$ cat config.mk
export PLATFORM = sky130hd
export DESIGN_NAME = id_stage_ctrl
export DESIGN_NICKNAME = d
export VERILOG_FILES = /design/src/rtl/id_stage_ctrl.sv
export SDC_FILE = /design/constraint.sdc
export NUM_CORES = 1
export LEC_CHECK = 0
export CAP_MARGIN = 15
export CORE_UTILIZATION = 39
export DETAILED_ROUTE_END_ITERATION = 7
export MAX_ROUTING_LAYER = met4
export PLACE_DENSITY_LB_ADDON = 0.05
export SYNTH_ARGS = -nofsm -noshare
export SYNTH_HDL_FRONTEND = slang
export SYNTH_SLANG_ARGS = --single-unit
$ cat constraint.sdc
create_clock -name clk -period 2 [get_ports clk]
set_input_delay 0.2 -clock clk [delete_from_list [all_inputs] [get_ports clk]]
set_output_delay 0.2 -clock clk [all_outputs]
set_load 0.01 [all_outputs]
$ cat src/rtl/id_stage_ctrl.sv
// ID-stage controller: decodes the fetched instruction, fills the ID/EX register and sequences
// load-use bubbles and post-redirect kill slots. Optional perf counters under `ID_PERF_CNT_EN.
module id_stage_ctrl #(
   parameter int LOAD_LAT     = 1,
   parameter int FLUSH_CYCLES = 1
`ifdef ID_PERF_CNT_EN
   ,
   parameter int CNT_W        = 32
`endif
) (
   input  logic        clk,
   input  logic        rst_n,
   input  logic        if_valid,
   input  logic [31:0] if_inst,
   input  logic        ex_redirect,
   output logic        id_ready,
   output logic        idex_valid,
   output logic [31:0] idex_inst,
   output logic [2:0]  idex_immsel,
   output logic [4:0]  idex_rd,
   output logic        idex_memrd,
   output logic        idex_illegal
`ifdef ID_PERF_CNT_EN
   ,
   output logic [CNT_W-1:0] perf_stall,
   output logic [CNT_W-1:0] perf_flush
`endif
);

   typedef enum logic [1:0] {RUN, LU_STALL, KILL} state_t;

   state_t      state_q, state_d;
   logic [1:0]  cnt_q, cnt_d;
   logic        idex_valid_q, idex_valid_d;
   logic [31:0] idex_inst_q, idex_inst_d;
   logic [2:0]  idex_immsel_q, idex_immsel_d;
   logic [4:0]  idex_rd_q, idex_rd_d;
   logic        idex_memrd_q, idex_memrd_d;
   logic        idex_illegal_q, idex_illegal_d;

   logic [2:0]  dec_sel;
   logic [4:0]  dec_rd;
   logic        dec_memrd, dec_ill, rs1_used, rs2_used;
   logic        hazard, load;

   always_comb begin
      dec_sel   = 3'd7;
      dec_memrd = 1'b0;
      dec_ill   = 1'b0;
      rs2_used  = 1'b0;
      case (if_inst[6:0])
         7'b0010011, 7'b1100111: dec_sel = 3'd0;
         7'b0000011: begin
            dec_sel   = 3'd0;
            dec_memrd = 1'b1;
         end
         7'b0100011: begin
            dec_sel  = 3'd1;
            rs2_used = 1'b1;
         end
         7'b1100011: begin
            dec_sel  = 3'd2;
            rs2_used = 1'b1;
         end
         7'b0110111, 7'b0010111: dec_sel = 3'd3;
         7'b1101111: dec_sel = 3'd4;
         7'b1110011: dec_sel = if_inst[14] ? 3'd5 : 3'd7;
         7'b0110011: rs2_used = 1'b1;
         default:    dec_ill = 1'b1;
      endcase
      rs1_used = !(dec_sel == 3'd3 || dec_sel == 3'd4 || dec_sel == 3'd5);
      dec_rd   = (dec_sel == 3'd1 || dec_sel == 3'd2) ? 5'd0 : if_inst[11:7];
   end

   // The qualifying valid/memrd/rd!=0 terms keep bubbles and x0 loads from ever stalling.
   assign hazard = idex_valid_q & idex_memrd_q & (idex_rd_q != 5'd0) & if_valid &
                   ((rs1_used & (if_inst[19:15] == idex_rd_q)) |
                    (rs2_used & (if_inst[24:20] == idex_rd_q)));

   // The hazard-entry cycle is the first bubble; LU_STALL holds the remaining LOAD_LAT-1.
   always_comb begin
      state_d  = state_q;
      cnt_d    = cnt_q;
      id_ready = 1'b0;
      load     = 1'b0;
      case (state_q)
         RUN: begin
            if (ex_redirect) begin
               state_d = KILL;
               cnt_d   = 2'(FLUSH_CYCLES - 1);
            end else if (hazard) begin
               if (LOAD_LAT > 1) begin
                  state_d = LU_STALL;
                  cnt_d   = 2'(LOAD_LAT - 2);
               end
            end else begin
               id_ready = 1'b1;
               load     = if_valid;
            end
         end
         LU_STALL: begin
            if (ex_redirect) begin
               state_d = KILL;
               cnt_d   = 2'(FLUSH_CYCLES - 1);
            end else if (cnt_q == 2'd0) begin
               state_d = RUN;
            end else begin
               cnt_d = cnt_q - 2'd1;
            end
         end
         KILL: begin
            id_ready = 1'b1;
            if (ex_redirect) begin
               cnt_d = 2'(FLUSH_CYCLES - 1);
            end else if (cnt_q == 2'd0) begin
               state_d = RUN;
            end else begin
               cnt_d = cnt_q - 2'd1;
            end
         end
         default: state_d = RUN;
      endcase
   end

   always_comb begin
      idex_valid_d   = load;
      idex_inst_d    = idex_inst_q;
      idex_immsel_d  = idex_immsel_q;
      idex_rd_d      = idex_rd_q;
      idex_memrd_d   = idex_memrd_q;
      idex_illegal_d = idex_illegal_q;
      if (load) begin
         idex_inst_d    = if_inst;
         idex_immsel_d  = dec_sel;
         idex_rd_d      = dec_rd;
         idex_memrd_d   = dec_memrd;
         idex_illegal_d = dec_ill;
      end
   end

   always_ff @(posedge clk or negedge rst_n) begin
      if (!rst_n) begin
         state_q        <= RUN;
         cnt_q          <= 2'd0;
         idex_valid_q   <= 1'b0;
         idex_inst_q    <= 32'h0000_0013;
         idex_immsel_q  <= 3'd0;
         idex_rd_q      <= 5'd0;
         idex_memrd_q   <= 1'b0;
         idex_illegal_q <= 1'b0;
      end else begin
         state_q        <= state_d;
         cnt_q          <= cnt_d;
         idex_valid_q   <= idex_valid_d;
         idex_inst_q    <= idex_inst_d;
         idex_immsel_q  <= idex_immsel_d;
         idex_rd_q      <= idex_rd_d;
         idex_memrd_q   <= idex_memrd_d;
         idex_illegal_q <= idex_illegal_d;
      end
   end

   assign idex_valid   = idex_valid_q;
   assign idex_inst    = idex_inst_q;
   assign idex_immsel  = idex_immsel_q;
   assign idex_rd      = idex_rd_q;
   assign idex_memrd   = idex_memrd_q;
   assign idex_illegal = idex_illegal_q;

`ifdef ID_PERF_CNT_EN
   logic [CNT_W-1:0] perf_stall_q, perf_stall_d, perf_flush_q, perf_flush_d;
   logic             stall_inc, flush_inc;

   function automatic logic [CNT_W-1:0] sat_inc(input logic [CNT_W-1:0] v, input logic en);
      sat_inc = (en && v != {CNT_W{1'b1}}) ? v + 1'b1 : v;
   endfunction

   assign stall_inc = (state_q == LU_STALL) | ((state_q == RUN) & !ex_redirect & hazard);
   assign flush_inc = (state_q == KILL) & if_valid;

   always_comb begin
      perf_stall_d = sat_inc(perf_stall_q, stall_inc);
      perf_flush_d = sat_inc(perf_flush_q, flush_inc);
   end

   always_ff @(posedge clk or negedge rst_n) begin
      if (!rst_n) begin
         perf_stall_q <= '0;
         perf_flush_q <= '0;
      end else begin
         perf_stall_q <= perf_stall_d;
         perf_flush_q <= perf_flush_d;
      end
   end

   assign perf_stall = perf_stall_q;
   assign perf_flush = perf_flush_q;
`endif

endmodule

# == Word-level counts from Yosys, hierarchy flattened ==
# Cells that the tools add are included.
# totals
output_inout_bits,44
input_bits,36
register_bits,47
wordCells,74
# op_classes
n_eq_ne,22
add_sub_neg,1
bitwise,7
mux,21
n_reduce_logical,15
# op_table
operator,n
"equality test 7 bit, second input constant",4
"equality test 7 x 6 -> 1 bit, second input constant",3
one-hot mux 3 bit (6 select lines),1
two-way mux 2 bit,8
"equality test 7 x 5 -> 1 bit, second input constant",2
equality test 5 bit,2
OR reduction 10 bit,1
two-way mux 1 bit,8
"equality test 7 x 2 -> 1 bit, second input constant",1
AND 1 bit,6
"equality test 3 x 2 -> 1 bit, second input constant",2
"equality test 3 bit, second input constant",2
one-hot mux 2 bit (3 select lines),1
OR reduction 3 bit,2
two-way mux 5 bit,1
nonzero test 5 bit,1
logical NOT 2 bit,2
"!= test 2 bit, second input constant",2
one-hot mux 2 bit (2 select lines),1
OR reduction 2 bit,2
"equality test 3 x 1 -> 1 bit, second input constant",1
logical OR 1 bit,3
"!= test 3 bit, second input constant",1
AND reduction 3 bit,1
8 further kinds,8

# == Longest topological paths before layout ==
# Gate-level depths: netlist of run 1.
# logic_depth
depth_word,13
mapped_depth,7
mapped_depth_nobuf,6

# == Worst setup path after synthesis of run 1 ==
# No wires, ideal clock.
# synth_path
kind,reg-to-reg
start,register idex_rd_q[1] (netlist: idex_rd[1])
end,register idex_immsel_q[0] (netlist: idex_immsel[0])
setup_slack_ns,-0.072
setup_ns,0.125
stages_incl_launch_ff,7
n_path_buf,1
period_less_slack_ns,2.072
arrival_ns,1.947
required_ns,1.875
path_cell_list,dfrtp_1 -> nor4_2 -> a21oi_2 -> a41o_1 -> a21oi_4 -> buf_12 -> mux2_4
# synth_between
elab_chain_cells,7
word_cells_on_any_way,12
classes_between,eq/ne: 2; mux: 3; bitwise: 6; reduce/logical: 1
# synth_lines
item,line,source
"start, declared",37,"logic [4:0] idex_rd_q, idex_rd_d;"
"start signal, assigned",157,idex_rd_q <= idex_rd_d;
"equality test 5 bit, or another cell as far along",77,((rs1_used & (if_inst[19:15] == idex_rd_q)) |
"AND 1 bit, on equally long branches","77, 76, 78",
bitwise OR 1 bit or AND 1 bit (tied branches),"77, 76",
AND 1 bit (*),76,assign hazard = idex_valid_q & idex_memrd_q & (idex_rd_q != 5'd0) & if_valid &
two-way mux 1 bit (*),91,end else if (hazard) begin
two-way mux 1 bit (*),88,if (ex_redirect) begin
two-way mux 1 bit (*),86,case (state_q)
"end signal, assigned",156,idex_immsel_q <= idex_immsel_d;
"end, declared",36,"logic [2:0] idex_immsel_q, idex_immsel_d;"
# Mark *: on every way between the ends. The rest lies on a longest branch, timed or not.
# A chain may end at the register's enable or synchronous reset.

# == Worst setup path after layout of run 1 ==
# layout_path
start,register idex_rd_q[4] (netlist: idex_rd[4])
end,output port id_ready
# layout_between
elab_chain_cells,7
word_cells_on_any_way,12
classes_between,eq/ne: 2; mux: 3; bitwise: 6; reduce/logical: 1
# layout_lines
item,line,source
"equality test 5 bit, or another cell as far along",77,
"AND 1 bit, on equally long branches","77, 76, 78",
bitwise OR 1 bit or AND 1 bit (tied branches),"77, 76",
AND 1 bit (*),76,
two-way mux 1 bit (*),91,
two-way mux 1 bit (*),88,
one-hot mux 1 bit (2 select lines) (*),86,
"end, declared",16,"output logic id_ready,"
# Marks and branches as above.

==> metrics list, run 1 <==
* Result of the run: finished, violations left
- The final reports fail on negative hold slack, negative setup slack.
- Initial standard-cell utilization of the core: between 40% and 50%
- First-iteration detailed-routing DRC count: 71
* Routed WL: 6137 µm
- Drt first pass iters: 4
- On the final layout, the worst hold slack is -0.02458 ns.
* Number of buffers inserted for hold repair after clock tree synthesis: 0
- Buffers placed on the I/O ports in this run total just under 80.
- The clock tree synthesis step divided the H-tree into 2 levels.
- Pin count of the biggest net entering global routing: 48
- Utilization after layout: 64.82%
* Layout cell share with drive strength beyond 1: roughly a third
- Sinks on the clock net: 47
- Library cell used as clock root buffer: sky130_fd_sc_hd__clkbuf_8
* Clock tree skew after final layout: 0.003795 ns
- Antenna Diode Count: 0
* Max Fclk: ~460 MHz
- STA classifies the critical path endpoint as an output port.
- Count of filler cells inserted in the layout: about 500
* Vias in the first global route: roughly 1900
- Antenna-violating nets left: 0
* Endpoint required time on the critical path: between 1.5 and 2 ns
- The worst-case IR drop observed on VDD is 893.5 µV.
* Endpoint arrival time on the critical path: about 2.0 ns
- CTS Buf Count: 5
* Synthesized area: 2497 µm²
* #FFs+latches synth: between 40 and 50
- For the pin with the worst max-slew slack, the measured transition is roughly 0.59 ns.
- Syn Inst Count: ~190
- The most used flip-flop cell after synthesis is sky130_fd_sc_hd__dfrtp_1.
- The number of max-slew violations in the final report was 0.
- On the worst path, the slowest cell contributes a delay of 0.45 ns.
- Max_slew headroom: a little over 60%
* I/O pin count: 80
- Summing all flip-flop and latch instances after layout gives approximately 1200 µm².
- Area of the die: slightly below 7000 µm²
* Start of the worst register-to-register path: idex_rd[1]
* Number of enable-type register cells in the synthesized netlist: 0
* Average cell area after synthesis: 13.08 µm²
- The first global-routing pass estimated roughly 9300 µm of wire.
- From bottom edge to top edge, the die measures 82.02 µm.
- Worst-path fanout max: 4
- Area of the placeable core: 6061 µm²
* Maximum count of clock buffers along a single path: 2
- Total leakage power: approximately 1.7 nW
* Path type of the worst setup path: reg2out
* Final cell area excluding filler cells: between 3000 and 4000 µm²
* Synth warnings: 0
- From synthesis to final layout, the design area changed by 57.31%.
- In this run the worst setup path begins at idex_rd[4].
- The number of cells on the worst reg-to-reg path is 8.
* Critical path depth in cells: 7
- Die X: between 80 and 90 µm
- Number of buffers and inverters on the critical path: 2
* Power consumption: 4.782 mW
* Total via count after detailed routing: ~1900
- Number of different library cells in the post-synthesis netlist: 40
- Max-cap check violation count: 0
- Final cycle utilization of the critical path: 107.9%
* Sequential area share after synthesis: between 40 and 50%
- Final Wtd Congestion: around 0.84
- TritonCTS built the clock tree.
- Area of combinational cells with multiple inputs: 1224 µm²
- Sum of overflow across all layers after global routing: 0
- Net count after synthesis: ~230
- Setup violations remaining at the end of the flow were counted as 34.
* Number of antenna violations at the first check in global routing: 0
- Cell family contributing the most delay on the critical path: simple AND/OR/NAND/NOR gates
- Setup repair after global routing could not meet its margin everywhere.
- Number of placement rows: 28
- Area of placed instances: 3496 µm²
* Final sum of negative setup slack: -3.431 ns
- Count of nets after finishing: approximately 360
* Worst setup slack after layout: -0.1588 ns
* Power density over the cells: ~1200 nW/µm²
- After synthesis, the share of flip-flops with an asynchronous set or reset is between 90% and 100%.
- Nature of the critical path startpoint: flip-flop
* Routed WL per cell: ~16 µm
- Detailed placement finished with a half-perimeter wire length of about 4100 µm.
- For this run, design rule violations remaining after detail routing come to 0.
- Class of the tightest hold or removal check: in2async
* Worst-path clk slew: ~0.080 ns
* Final Hold Fails: 32
- Clock period minus final worst setup slack: ~2.2 ns
- Routed via count divided by cell count: 4.842
- The largest individual stage delay along the critical path comes from the cell sky130_fd_sc_hd__dfrtp_2.
* Clock latency on the worst-skew pair: around 0.3 ns
* Total track usage: around 19%
- The critical path goes through buf_6 > xor2_2 > nor4_4 > and3_1 > o211a_1 > o21bai_1 > buf_2.
## area by class of cell
cell class	instances	share of cell area, %
clock buffers	8	2.548
inverters	10	0.9554
multi-input cells	126	31.15
flip-flops and latches	47	30.13
well taps	75	2.389
repair buffers	126	32.83
## final timing paths
path	end	slack, ns
max	id_ready	-0.16
min	idex_inst[12]	-0.02
max reg2reg	idex_inst[5]	-0.12
min reg2reg	cnt_q[1]	0.49
max in group asynchronous	idex_rd[4]	1.59
min in group clk	idex_inst[4]	0.37
## worst register-to-register path, stage by stage (launching register included)
cell and delay [ns]:
sky130_fd_sc_hd__dfrtp_2 0.45, sky130_fd_sc_hd__buf_6 0.13, sky130_fd_sc_hd__nor4_4 0.27, sky130_fd_sc_hd__a21oi_2 0.10, sky130_fd_sc_hd__a41o_1 0.25, sky130_fd_sc_hd__a21oi_4 0.18
sky130_fd_sc_hd__buf_12 0.18, sky130_fd_sc_hd__clkbuf_16 0.16, sky130_fd_sc_hd__mux2_4 0.30
## synthesized netlist by cell type (4+ instances only)
cell type / count / area share (%)
sky130_fd_sc_hd__ha_1: 5 / 2.5
sky130_fd_sc_hd__mux2_4: 33 / 20
sky130_fd_sc_hd__inv_1: 10 / 1.5
sky130_fd_sc_hd__nand2b_1: 4 / 1.0
sky130_fd_sc_hd__nor3_1: 4 / 0.80
sky130_fd_sc_hd__o21ai_0: 5 / 1.0
sky130_fd_sc_hd__nand2_1: 13 / 2.0
sky130_fd_sc_hd__dfrtp_1: 44 / 44
sky130_fd_sc_hd__nor2_1: 5 / 0.75
sky130_fd_sc_hd__xor2_1: 5 / 1.8
sky130_fd_sc_hd__mux2i_1: 6 / 2.4
sky130_fd_sc_hd__nand3_1: 5 / 1.0
sky130_fd_sc_hd__xnor2_1: 5 / 1.8
sky130_fd_sc_hd__buf_12: 4 / 3.2
## cell usage in the layout (no fill, tap or decap), drive strengths merged, types with 6 or more instances in the layout
master,instances
dfrtp,44
buf,46
clkbuf,11
mux2,36
mux2i,6
inv,10
clkdlybuf4s50,75
nand2,13
## power breakdown
group          leakage, nW  switching (mW)  internal [mW]
clock               0.0515           0.305          0.316
combinational         1.13           0.896           1.65
sequential           0.543           0.258           1.36
## state kept, by name (all words and copies together), names as in the netlist
register / flops
cnt_q: 2
idex_illegal: 1
idex_immsel: 3
idex_inst: 32
idex_memrd: 1
idex_rd: 5
idex_valid: 1
state_q: 2
## layer usage
| metal | track usage, % | wire (µm) | vias up |
|---|---|---|---|
| met1 | 26.75 | 3113 | 901 |
| met2 | 28.35 | 2569 | 66 |
| li1 | - | - | 926 |
| met3 | 4.333 | 398 | 5 |
| met5 | - | 0 | - |
| met4 | 5.263 | 56 | 0 |
## through the flow
step	worst slack (ns)	cells
detailed placement	-0.5536	367
CTS	-0.1072	384
floorplan	-0.01463	191
global placement	-0.5245	367
finish	-0.1588	392
global route	-0.2363	392
## what timing repair did
item,4_1_cts,5_1_grt
buffers inserted,7,6
setup endpoints to repair,37,43
gates cloned,2,3
resized for setup,19,16
pin swaps,7,10
## cells by family (layout without fill, tap and decap cells)
group                    Yosys count  in the layout  synth area share (%)
flip-flops                        47             47                 47.24
AND/OR/NAND/NOR                   45             45                 9.770
multiplexers                      42             42                 23.60
AO/OA/AOI/OAI                     24             24                 7.065
buffers and inverters             18            144                 6.313
XOR/XNOR                          10             10                 3.507
adder cells (fa/ha/maj)            5              5                 2.505
(Power assumes the default switching activity.)
==> inputs of run 2 (changes only) <==
==> constraint.sdc (replaced) <==
create_clock -name clk -period 2 [get_ports clk]
set_input_delay 0.2 -clock clk [delete_from_list [all_inputs] [get_ports clk]]
set_output_delay 0.2 -clock clk [all_outputs]
set_load 0.02 [all_outputs]
==> run 2 against run 1 <==
The run ends with negative setup slack left. Final cell count shrank 0.26%. Critical path depth grew 1. Global-route usage shrank 0.19 points. Worst setup slack worse by 0.015 ns. Hold slack better by 0.42 ns. Clock skew is 0.0027 ns higher. Non-clock buffer count is 1 lower. Final area shrank 2.9%. First-iteration DRC count down 21%. Critical endpoint is now idex_immsel[2].
==> metrics list, run 2 (same netlist as run 1, synthesis figures left out) <==
- Result of the run: finished, violations left (unchanged)
* Failing checks: negative setup slack (was negative hold slack, negative setup slack)
* Nature of the critical path startpoint: flip-flop (unchanged)
- Vias in the first global route: 1888 (was 1912)
* Final Hold Fails: 0 (was 32)
* Initial standard-cell utilization of the core: 41.21% (unchanged)
- Power consumption: 4.892 mW (was 4.782 mW)
* Worst-path fanout max: 5 (was 4)
* I/O pin count: 80 (unchanged)
* Metal1 wirelength: 3075 µm (was 3113 µm)
- The setup slack of the worst register-to-register path was -0.17 ns (was -0.12 ns).
* PortBufs: 79 (unchanged)
* First element of the critical path: idex_rd[4] (unchanged)
- The count of endpoints failing setup in the final report was 43 (was 34).
- The number of antenna violations at the first check in global routing was 0 (unchanged).
* Library cell used as clock root buffer: sky130_fd_sc_hd__clkbuf_8 (unchanged)
- Area of the placeable core: 6061 µm² (unchanged)
- The smallest setup slack after layout came to -0.1737 ns (was -0.1588 ns).
- The measured slew at the worst slew-check pin is 0.4765 ns (was 0.5864 ns).
- The number of flip-flops in the largest register came to 32 (unchanged).
* Clock latency on the worst-skew pair: 0.30 ns (about the same)
- RSZ-0062 raised after global routing: true (unchanged).
- Antenna-violating nets left: 0 (unchanged)
- The top routing layer in use was met4 (unchanged).
- Final hold slack: 0.3991 ns (was -0.02458 ns)
* Wire length of the first global-routing pass: 9239 µm (was 9287 µm)
* Routed WL per cell: 15.25 µm (was 15.66 µm)
- The detailed-router iteration count before antenna repair came to 4 (unchanged).
- The end of the worst register-to-register path is idex_immsel[2] (was idex_inst[5]).
- The total routing resource utilization after global routing was 19.16% (was 19.35%).
* Total via count after detailed routing: 1899 (was 1898)
* Max-cap check violation count: 0 (unchanged)
* Sequential group share of total power: 33.0% (was 33.9%)
* First-iteration detailed-routing DRC count: 56 (was 71)
- Power density over the cells: 1282 nW/µm² (was 1217 nW/µm²)
- The ratio of routed vias to standard cells was 4.857 (was 4.842).
- Count of nets after finishing: 356 (was 357)
- The post-detailed-route DRC marker count came to 0 (unchanged).
- The maximum number of buffers from clock root to sink came to 2 (unchanged).
* TritonCTS clock tree: done (unchanged)
- The TritonCTS sink count came to 47 (unchanged).
* Internal Dissipation: 3.183 mW (was 3.323 mW)
* Power dissipated by switching net loads: 1.709 mW (was 1.459 mW)
- The fraction of layout cells with a size suffix above 1 is 32.28% (was 34.38%).
* Capture point of the worst path: idex_immsel[2] (was id_ready)
- Worst-path clk slew: 0.08 ns (about the same)
- The maximum number of pins on one net before global-route repair came to 30 (was 48).
* Logic pwr share: 55.8% (was 53.2%)
- The final standard cell count with taps included and fillers excluded is 391 (was 392).
- Depth of the CTS H-tree: 2 (unchanged)
- Maximum VDD drop: 732.8 µV (was 893.5 µV)
- The achievable frequency is 460.0 MHz (was 463.2 MHz).
* Die X: 82.02 µm (unchanged)
* Placed cells: 371 (was 367)
- Commonest cells after routing, fill and taps aside: 77 x sky130_fd_sc_hd__clkdlybuf4s50_1, 41 x sky130_fd_sc_hd__dfrtp_1, 36 x sky130_fd_sc_hd__mux2_4, 29 x sky130_fd_sc_hd__buf_4, 13 x sky130_fd_sc_hd__nand2_1 (was 75 x sky130_fd_sc_hd__clkdlybuf4s50_1, 41 x sky130_fd_sc_hd__dfrtp_1, 35 x sky130_fd_sc_hd__mux2_4, 29 x sky130_fd_sc_hd__buf_4, 13 x sky130_fd_sc_hd__nand2_1).
* Antenna Diode Count: 0 (unchanged)
* Clock network power share: 11.2% (was 13.0%)
- The critical path data required time was 2.18 ns (was 1.80 ns).
- Sum of overflow across all layers after global routing: 0 (unchanged)
- The number of cells on the worst reg-to-reg path is 8 (unchanged).
- Most common cell after layout, fill and taps aside: sky130_fd_sc_hd__clkdlybuf4s50_1 (unchanged)
- Post-placement worst setup slack: -0.5112 ns (was -0.5536 ns)
* Final cycle utilization of the critical path: 108.7% (was 107.9%)
- The number of CTS-inserted buffers is 5 (unchanged).
- The number of max-slew violations in the final report is 0 (unchanged).
- The die footprint is 6727 µm² (unchanged).
- Path type of the worst setup path: reg2reg (was reg2out)
- The final total negative setup slack was -5.563 ns (was -3.431 ns).
- The relative max-transition margin was 68.24% (was 60.91%).
- The synthesis-to-finish area growth was 52.81% (was 57.31%).
- Class of the tightest hold or removal check: in2async (unchanged)
- Clock period minus final worst setup slack: 2.174 ns (was 2.159 ns)
- Vertical extent of the die: 82.02 µm (unchanged)
- Routed wl met3: 369 µm (was 398 µm)
- Total leakage power: 1.680 nW (was 1.728 nW)
- Number of placement rows: 28 (unchanged)
- The worst clock skew on the final layout came to 0.006477 ns (was 0.003795 ns).
- Final Wtd Congestion: 0.8266 (was 0.8434)
- Endpoint arrival time on the critical path: 2.36 ns (was 1.96 ns)
* Switching Share: 34.93% (was 30.50%)
* Type of destination of the critical path: flip-flop (was output port)
- Start of the worst register-to-register path: idex_rd[4] (was idex_rd[1])
- The routed length on met2 is 2469 µm (was 2569 µm).
- The detailed placer's ending HPWL was 4251 µm (was 4149 µm).
- The post-detailed-routing wire length was 5963 µm (was 6137 µm).
## run 2: cell types whose count changed in the layout (fill, tap and decap cells not counted), sizes merged
cell,previous run,this run
dlymetal6s2s,1,0
dlygate4sd2,1,0
clkbuf,11,8
clkdlybuf4s50,75,77
clkinv,0,1
dlygate4sd3,0,1
## run 2: critical path: stages, from the launching register on
cell,delay (ns)
sky130_fd_sc_hd__dfrtp_2,0.45
sky130_fd_sc_hd__buf_6,0.13
sky130_fd_sc_hd__nor4_4,0.29
sky130_fd_sc_hd__a21oi_2,0.12
sky130_fd_sc_hd__a41o_1,0.21
sky130_fd_sc_hd__a21oi_4,0.28
sky130_fd_sc_hd__buf_8,0.16
sky130_fd_sc_hd__buf_8,0.12
sky130_fd_sc_hd__mux2_4,0.29
## run 2: per-layer routing
metal / vias to the layer above / track usage (%)
met5: - / -
met4: 0 / 4.737
met3: 5 / 4.333
met2: 72 / 27.44
met1: 905 / 27.26
li1: 917 / -
## run 2: repair_timing
action | CTS | global route
hold buffers | 1 | 0
pin swaps | 1 | 3
gates cloned | 0 | 1
endpoints found under the hold margin | 15 | 0
setup buffers | 10 | 0
endpoints found under the setup margin | 40 | 44
resized for setup | 22 | 4
## run 2: worst min path at each step
stage          depth (start not counted)             to  slack, ns
6_report                               2  idex_inst[12]       0.40
5_1_grt                                2   idex_inst[8]       0.43
4_1_cts                                2  idex_inst[12]       0.41
3_5_place_dp                           1  idex_inst[12]       0.19
3_3_place_gp                           1  idex_inst[12]       0.19
2_1_floorplan                          0       cnt_q[0]       -0.1
## run 2: power groups by stage
stage	clock [mW]	combinational [mW]	sequential, mW
global route	0.604	2.91	1.67
global placement	0	2.52	1.62
detailed placement	0	2.53	1.63
floorplan	0	0.885	2.10
finish	0.547	2.73	1.62
CTS	0.570	2.71	1.62
## run 2: layout make-up
| cell class | count | area [µm²] |
|---|---|---|
| tap | 75 | 93.84 |
| clock inverter | 1 | 5.005 |
| timing repair buffer | 125 | 1227 |
| clock buffer | 7 | 76.32 |
| multi-input combinational | 126 | 1192 |
| fill | 488 | 2245 |
| sequential | 47 | 1184 |
| inverter | 10 | 37.54 |
## run 2: per-stage QoR
step	util [%]	area [µm²]
after floorplan	-	2501
after global placement	58.42	3541
after detailed placement	58.42	3541
after CTS	62.30	3776
after global routing	62.96	3816
final	62.96	3816
